File: src/rtl/adc_spi_sampler.sv
// ---------------------------------------------------------------------------
// adc_spi_sampler
//   Periodic SPI ADC reader: a period counter raises a conversion tick, a
//   four-state FSM frames the transfer with adc_cs_n, generates adc_sclk,
//   shifts in 16 bits MSB first and publishes the code with a one-cycle
//   samp_valid strobe. Ticks arriving mid-transfer set a sticky overrun flag.
//   Rev 1.0 - initial release
// ---------------------------------------------------------------------------
`default_nettype none

module adc_spi_sampler #(
   parameter int SAMP_DIV = 1000,
   parameter int SCLK_DIV = 4,
   parameter int CS_SETUP = 2
) (
   input  logic        clk,
   input  logic        nrst,
   input  logic        en,
   input  logic        adc_sdo,
   output logic        adc_cs_n,
   output logic        adc_sclk,
   output logic [15:0] sample,
   output logic        samp_valid,
   output logic        busy,
   output logic        overrun
);

   typedef enum logic [1:0] {
      IDLE  = 2'd0,
      SETUP = 2'd1,
      SHIFT = 2'd2,
      DONE  = 2'd3
   } state_t;

   localparam int PW   = (SAMP_DIV > 1) ? $clog2(SAMP_DIV) : 1;
   localparam int CMAX = (CS_SETUP > SCLK_DIV) ? CS_SETUP : SCLK_DIV;
   localparam int CW   = $clog2(CMAX + 1);

   logic [PW-1:0] per_cnt;
   logic          tick;

   state_t        state, state_nx;
   logic [CW-1:0] cnt, cnt_nx;          // SETUP length / sclk half-period timer
   logic [3:0]    bit_cnt, bit_nx;
   logic [15:0]   shreg, shreg_nx;
   logic [15:0]   sample_nx;
   logic          cs_nx, sclk_nx, valid_nx, busy_nx, overrun_nx;

   // Tick on the last count of each period; never while disabled.
   assign tick = en && (per_cnt == PW'(SAMP_DIV - 1));

   // Free-running period counter, parked at zero while conversion is disabled.
   always_ff @(posedge clk or negedge nrst) begin
      if (!nrst)
         per_cnt <= '0;
      else if (!en || tick)
         per_cnt <= '0;
      else
         per_cnt <= per_cnt + 1'b1;
   end

   // State and every output register; outputs move together with the state.
   always_ff @(posedge clk or negedge nrst) begin
      if (!nrst) begin
         state      <= IDLE;
         cnt        <= '0;
         bit_cnt    <= '0;
         shreg      <= '0;
         sample     <= '0;
         adc_cs_n   <= 1'b1;
         adc_sclk   <= 1'b0;
         samp_valid <= 1'b0;
         busy       <= 1'b0;
         overrun    <= 1'b0;
      end else begin
         state      <= state_nx;
         cnt        <= cnt_nx;
         bit_cnt    <= bit_nx;
         shreg      <= shreg_nx;
         sample     <= sample_nx;
         adc_cs_n   <= cs_nx;
         adc_sclk   <= sclk_nx;
         samp_valid <= valid_nx;
         busy       <= busy_nx;
         overrun    <= overrun_nx;
      end
   end

   // Next-state and next-output decode for the transfer sequencer.
   always_comb begin
      state_nx   = state;
      cnt_nx     = cnt;
      bit_nx     = bit_cnt;
      shreg_nx   = shreg;
      sample_nx  = sample;
      cs_nx      = adc_cs_n;
      sclk_nx    = adc_sclk;
      valid_nx   = 1'b0;
      overrun_nx = overrun;

      case (state)
         IDLE: begin
            if (tick) begin
               state_nx = SETUP;
               cnt_nx   = '0;
               cs_nx    = 1'b0;
            end
         end
         SETUP: begin
            if (cnt == CW'(CS_SETUP - 1)) begin
               state_nx = SHIFT;
               cnt_nx   = '0;
               bit_nx   = '0;
               sclk_nx  = 1'b1;
            end else begin
               cnt_nx = cnt + 1'b1;
            end
         end
         SHIFT: begin
            if (cnt == CW'(SCLK_DIV - 1)) begin
               cnt_nx = '0;
               if (adc_sclk) begin
                  // Last cycle of the high half: data has been stable since the
                  // previous falling edge, so capture it here.
                  shreg_nx = {shreg[14:0], adc_sdo};
                  sclk_nx  = 1'b0;
               end else if (bit_cnt == 4'd15) begin
                  state_nx  = DONE;
                  cs_nx     = 1'b1;
                  sample_nx = shreg;
                  valid_nx  = 1'b1;
               end else begin
                  bit_nx  = bit_cnt + 4'd1;
                  sclk_nx = 1'b1;
               end
            end else begin
               cnt_nx = cnt + 1'b1;
            end
         end
         DONE: begin
            state_nx = IDLE;
         end
         default: begin
            state_nx = IDLE;
            cs_nx    = 1'b1;
            sclk_nx  = 1'b0;
         end
      endcase

      busy_nx = (state_nx != IDLE);

      // Disabling clears the sticky flag; a tick outside IDLE (DONE included) sets it.
      if (!en)
         overrun_nx = 1'b0;
      else if (tick && (state != IDLE))
         overrun_nx = 1'b1;
   end

endmodule

`default_nettype wire

File: config.mk
export PLATFORM = sky130hd
export DESIGN_NAME = adc_spi_sampler
export DESIGN_NICKNAME = d
export VERILOG_FILES = /design/src/rtl/adc_spi_sampler.sv
export SDC_FILE = /design/constraint.sdc
export NUM_CORES = 1
export LEC_CHECK = 0
export ABC_CLOCK_PERIOD_IN_PS = 2900
export CORE_AREA = 2 2 83 85
export DETAILED_ROUTE_END_ITERATION = 16
export DIE_AREA = 0 0 85 87
export GPL_ROUTABILITY_DRIVEN = 0
export SLEW_MARGIN = 20
export SYNTH_ARGS = -nofsm -noshare
export SYNTH_HDL_FRONTEND = slang
export SYNTH_SLANG_ARGS = --single-unit
export TNS_END_PERCENT = 20
File: constraint.sdc
create_clock -name clk -period 2.9 [get_ports clk]
set_clock_uncertainty 0.15 [all_clocks]
set_input_delay 0.29 -clock clk [delete_from_list [all_inputs] [get_ports clk]]
set_output_delay 0.29 -clock clk [all_outputs]
set_load 0.01 [all_outputs]
==> results.md <==
* Status: finished clean
* P_leak at 1.39 nW
* CP Launch Type: flip-flop
* Postcts setup bufs at 0
* RSZ-0062 raised after global routing: no
* Tmin final at 2.27 ns
* Gr usage total at roughly an eighth
* Setup Total Neg Slack at 0 ns
* Tcrit/Tclk final at 78.3%
* Int Pwr at 0.000977 W
* Post-Synth Simple-Gate Area at about an eighth
* Relative slew slack at between 40% and 50%
* Placed Area at roughly 2900 µm²
* Psw at between 0.0002 and 0.0003 W
* Port bufs at 24
* Post-Syn Area at ~2500 µm²
* Total core area at between 6000 and 7000 µm²
* Combinational power share at approximately 2.7%
* Drc violations at 0
* DR pass1 iterations at 3
* Post-Synth XOR/XNOR Area at between 2 and 2.5%
* Sw Share at between 20% and 30%
* Cells after Synth at ~190
* Post-route cell area at 2970 µm²
* Worst setup EP type: flip-flop
* Worst skew pair latency at roughly 0.31 ns
* Worst endpoint required time at between 2 and 3 ns
* Synth Area in Compound Gates at between 5 and 6%
* Worst-Margin Slew at 0.814 ns
* Post-synth EDFFs at 0
* Clock sink total at 56
* Largest family of logic cells by synthesized area: multiplexers
* Synth unique cells at 46
* # rows at 30
* Syn Nets at ~200
* Vias in the first global route at ~1500
* Vert. Die Dim at around 87 µm
* First-pass GRT wire length at just over 7000 µm
* Die W at 85 µm
* Wire per inst at approximately 13 µm
* Clk pwr share at a little over a third
* Fmax at approximately 440 MHz
* Most frequent cells in the layout: dfrtp_1 (55), mux2_2 (32), clkdlybuf4s50_1 (23)
* Total gr overflow at 0
* H-tree depth at 2
* Synth Register Bits at 56
* Post-synthesis sequential area ratio at between 50% and 60%
* Synth async-reset ratio at 100%
* ANT cells at 0
* Layout cells sized above 1 at about a quarter
* Hold Path Class: flip-flop to flip-flop
* CP Max Fanout at 19
* Final setup vio count at 0
* Vias at roughly 1500
* Most common cell after layout, fill and taps aside: dfrtp_1
* Syn. warnings at 0
* Post-route ant nets at 0
* Num ports at 25
* CTS Root Cell: clkbuf_8
* Area Growth Syn to Fin at 17.0%
* Initial antenna violation count at 0
* Final Hold Fails at 0
* Seq pwr share at 62.4%
* Initial DRC Count at 29
* Synth Flop Type: dfrtp_1
* Total power at roughly 0.0013 W
* Max-slew violations at 0
* Mux cell area share after synthesis at ~17%
* Fillers at roughly 620
* Die area at 7400 µm²
* Total Wirelength at 4090 µm
* VDD IR max at 0.259 mV
* Via density per instance at slightly below 5
* Net count, final at 237
* Synth Area in Adders at under 10%
* Syn Area/Cell at 13.2 µm²
* Worst setup path category: flip-flop to flip-flop
* WP data arrival at approximately 2.3 ns
* Maximum clock path buffer count at 2
* Starting Density at between 30 and 40%
* Clock slew at reported path FFs at around 0.10 ns
* TritonCTS Buffers at 5
* Final HPWL DP at 2870 µm
* Largest net degree at the start of global routing at 39
* Pwr dens at 428 nW/µm²
* Max-Cap Viols at 0
* CTS tree: built
[power by group through the flow]
stage / Combinational [W] / Sequential (W) / Clock (W)
6_report: 0.0000341 / 0.000794 / 0.000444
5_1_grt: 0.0000399 / 0.000796 / 0.000498
4_1_cts: 0.0000362 / 0.000794 / 0.000464
3_5_place_dp: 0.0000351 / 0.000810 / 0
3_3_place_gp: 0.0000351 / 0.000809 / 0
2_1_floorplan: 0.0000110 / 0.000808 / 0
[cell usage after synthesis, drive strengths merged, types with 4 or more instances]
cell    instances  area, µm²
dfrtp          55       1380
mux2           34        387
nor2           13       56.3
ha             10        125
inv            10       37.5
a21oi           5       25.0
nand2           5       21.3
and3            4       25.0
mux2i           4       40.0
nand2b          4       32.5
nand3           4       25.0
o21ai           4       20.0
xor2            4       35.0
[final timing paths]
path | start | end | slack, ns | cells after the start
worst max-delay path | state[0]$_DFF_PN0_ | sample[15]$_DFFE_PN0P_ | 0.63 | 5
worst min-delay path | per_cnt[0]$_DFF_PN0_ | per_cnt[0]$_DFF_PN0_ | 0.31 | 1
worst max register to register | state[0]$_DFF_PN0_ | sample[15]$_DFFE_PN0P_ | 0.63 | 5
worst min register to register | per_cnt[0]$_DFF_PN0_ | per_cnt[0]$_DFF_PN0_ | 0.31 | 1
max in group asynchronous | nrst | cnt[1]$_DFFE_PN0P_ | 1.49 | 3
min in group asynchronous | nrst | sample[8]$_DFFE_PN0P_ | 0.45 | 2
[metrics by stage]
| step | worst slack (ns) | std cells | hold slack, ns | utilization (%) |
|---|---|---|---|---|
| 2_1_floorplan | 1.02 | 192 | -0.156 | - |
| 3_3_place_gp | 0.660 | 295 | 0.288 | 43.6 |
| 3_5_place_dp | 0.616 | 295 | 0.286 | 43.6 |
| 4_1_cts | 0.587 | 304 | 0.321 | 45.2 |
| 5_1_grt | 0.465 | 304 | 0.350 | 45.2 |
| 6_report | 0.631 | 304 | 0.314 | 45.2 |
[repair_timing]
| item | in CTS | in global routing |
|---|---|---|
| hold endpoints to repair | 35 | 0 |
| gates resized for setup | 0 | 0 |
| hold buffers | 1 | 0 |
[registers in the layout (all words and copies together) (netlist names)]
| name | count |
|---|---|
| busy | 1 |
| overrun | 1 |
| cnt | 3 |
| shreg | 16 |
| bit_cnt | 4 |
| state | 2 |
| adc_sclk | 1 |
| samp_valid | 1 |
| per_cnt | 10 |
| adc_cs_n | 1 |
| sample | 16 |
[layer usage]
layer	GRT usage [%]	wire length (µm)
met4	3.46	53
met2	19.0	1800
met3	3.41	135
met5	0	0
met1	17.0	2100
[logic make-up after synthesis]
group                    count (synthesis)
adder cells (fa/ha/maj)                 10
buffers and inverters                   13
AND/OR/NAND/NOR                         48
XOR/XNOR                                 7
multiplexers                            38
flip-flops                              56
AO/OA/AOI/OAI                           20
[worst max-delay path, stage by stage (launching register included)]
cell and delay, ns:
dfrtp_1 0.42, inv_1 0.09, ha_1 0.42, nand4_1 0.21, nor2_4 0.47, mux2_2 0.39
[cell type report]
class / count / area [µm²] / share of cell area, %
clock buffer: 5 / 68.8 / 2.32
tap: 80 / 100 / 3.37
clock inverter: 3 / 26.3 / 0.885
sequential: 56 / 1400 / 47.2
timing repair buffer: 27 / 260 / 8.76
multi-input combinational: 123 / 1070 / 36.2
inverter: 10 / 37.5 / 1.26
Note: power is estimated with default switching activity, not from simulation.
==> edit: new RTL, config.mk and constraints unchanged <==
The 4 states of `state_t` get a one-hot encoding in 4 bits.
--- a/src/rtl/adc_spi_sampler.sv
+++ b/src/rtl/adc_spi_sampler.sv
@@ -25,11 +25,11 @@
    output logic        overrun
 );
 
-   typedef enum logic [1:0] {
-      IDLE  = 2'd0,
-      SETUP = 2'd1,
-      SHIFT = 2'd2,
-      DONE  = 2'd3
+   typedef enum logic [3:0] {
+      IDLE  = 4'b0001,
+      SETUP = 4'b0010,
+      SHIFT = 4'b0100,
+      DONE  = 4'b1000
    } state_t;
 
    localparam int PW   = (SAMP_DIV > 1) ? $clog2(SAMP_DIV) : 1;
Formal check against the unedited RTL: same outputs for any inputs over 10 cycles, from zero or initial values and one cycle with nrst low; not proved beyond that.
==> edit against the unedited design <==
Area after synthesis is 2.4% higher; power rose by 32%; count of clock-buffer cells in the layout increased by 6; cell count rose by 5.3%; setup slack better by 160 ps; design area is 4.8% higher; wire length increased by 9.5%; sequential cell count up 2; highest routed layer unchanged.
==> edit: results (changes against the unedited design) <==
- Status: complete, no violations
- DR WL met3: 150 um (+11%)
- Slew @ Worst Pin: 727 ps (-87.5 ps)
- Starting DRC count in detailed routing: 88 (+200%)
- Setup slack, reg-to-reg: 790 ps (+160 ps)
- Worst r2r dst: adc_sclk
- Path type of the worst min-delay path: reg -> reg
- CTS H-tree lvls: 3 (+1)
- Max incr delay on CP: 470 ps (about the same)
- Switching power: 0.351 mW (+19%)
- Hold endpoint: per_cnt[0]
- R2R cell count: 6 (+1)
- Initial DRT Pass Iterations: 4 (+1)
- DP Area: 2880 um2 (+0.61%)
- Slowest stage cell, crit path: or3b_2
- DP Worst Slack: 810 ps (+195 ps)
- GRT met3 Usage: 4.36% (+0.95 points)
- Peak VDD IR: 343 uV (+32%)
- Post-synthesis sequential area ratio: 55.9% (+0.70 points)
- Clock Pin Slew Worst Setup and Hold Paths: 70 ps (-30 ps)
- Worst r2r src: cnt[0]
- CTS Buf Count: 9 (+4)
- Syn Nets: 215 (+4.4%)
- Clk_lat worst skew: 330 ps (+20 ps)
- Residual DRC: 0 (unchanged)
- Synthesized netlist cell count: 205 (+6.8%)
- Met2 WL: 2.06 mm (+14%)
- GR Util met2: 18.4% (-0.64 points)
- Final #Nets: 245 (+3.4%)
- Distinct cells, synth: 45 (-2.2%)
- Detailed placement HPWL: 2.88 mm (+0.45%)
- Largest cells by area after synthesis: dfrtp_1, mux2_2, ha_1, dfstp_2, nor2_1
- Total Wirelength: 4.48 mm (+9.5%)
- Vias in the first global route: 1,530 (+0.59%)
- CTS root buffer: clkbuf_8
- Max Cap Violations: 0 (unchanged)
- Global-route usage over all layers: 13.0% (+0.78 points)
- Crit-path max FO: 6 (-13)
- DRT met1 WL: 2.21 mm (+5.2%)
- Final hold slack: 321 ps (+7.53 ps)
- Fillers: 572 (-7.6%)
- First-pass GRT wire length: 7.53 mm (+3.9%)
- Worst EP arrival: 2230 ps (-90 ps)
- Most frequent cells after synthesis: dfrtp_1, mux2_2, nor2_1, inv_1, o21ai_0
- Met1 usage: 18.3% (+1.4 points)
- Final cell count without fillers: 320 (+5.3%)
- Placed cell count: 303 (+2.7%)
- Initial antenna violation count: 0 (unchanged)
- Crit share post-route: 72.7% (-5.5 points)
- Largest net degree at the start of global routing: 59 (+51%)
- DR top layer: met4
- Share of cells above drive strength 1: 24.2% (-0.39 points)
- Pleak: 1.44 nW (+4.1%)
- Vias per cell: 5.04 (+2.0%)
## edit: cell count changes in the layout (fill, tap and decap cells not counted), moves of 3 or more
cell	delta
o21ai_0	+6
clkbuf_8	+5
ha_1	-4
mux2i_1	-4
nand2_1	+4
o31ai_1	+4
xnor2_1	+3
## edit: cells by family (layout without fill, tap and decap cells)
family | after synthesis | in the layout | share of synthesized area, %
DFF | 58 | 58 | 55.9
and+or+nand+nor | 57 | 57 | 13.5
muxes | 32 | 32 | 13.9
AOI/OAI and AO/OA | 26 | 26 | 6.93
buffers and inverters | 17 | 52 | 3.85
xor gates and xnor gates | 9 | 9 | 3.03
adders and majority gates | 6 | 6 | 2.89
## edit: how the worst max path moves through the flow
stage               cells past startpoint          to  startpoint
floorplan                               6    adc_sclk      cnt[0]
global placement                        5    shreg[1]    state[1]
detailed placement                      6    adc_sclk      cnt[0]
CTS                                     6    adc_sclk      cnt[0]
global route                            6  bit_cnt[3]      cnt[1]
finish                                  6    adc_sclk      cnt[0]
## edit: timing repair
action                                 in CTS  in global routing
buffers inserted                            0                  0
hold buffers                                1                  0
endpoints found under the hold margin      56                  0
## edit: power by group through the flow
| stage | logic [mW] | clock network, mW | registers [mW] |
|---|---|---|---|
| after global placement | 0.0329 | 0 | 0.837 |
| after CTS | 0.0343 | 0.851 | 0.822 |
| after detailed placement | 0.0331 | 0 | 0.838 |
| after floorplan | 0.00956 | 0 | 0.836 |
| final | 0.0322 | 0.829 | 0.823 |
| after global routing | 0.0377 | 0.895 | 0.823 |
## edit: final cells by class
cell class                 instances  area [um2]  share of cell area [%]
multi-input combinational        130        1040                    33.6
tap                               80         100                    3.22
timing repair buffer              27         260                    8.36
inverter                           9        33.8                    1.09
clock buffer                      11         141                    4.54
sequential                        58        1450                    46.7
clock inverter                     5        77.6                    2.49
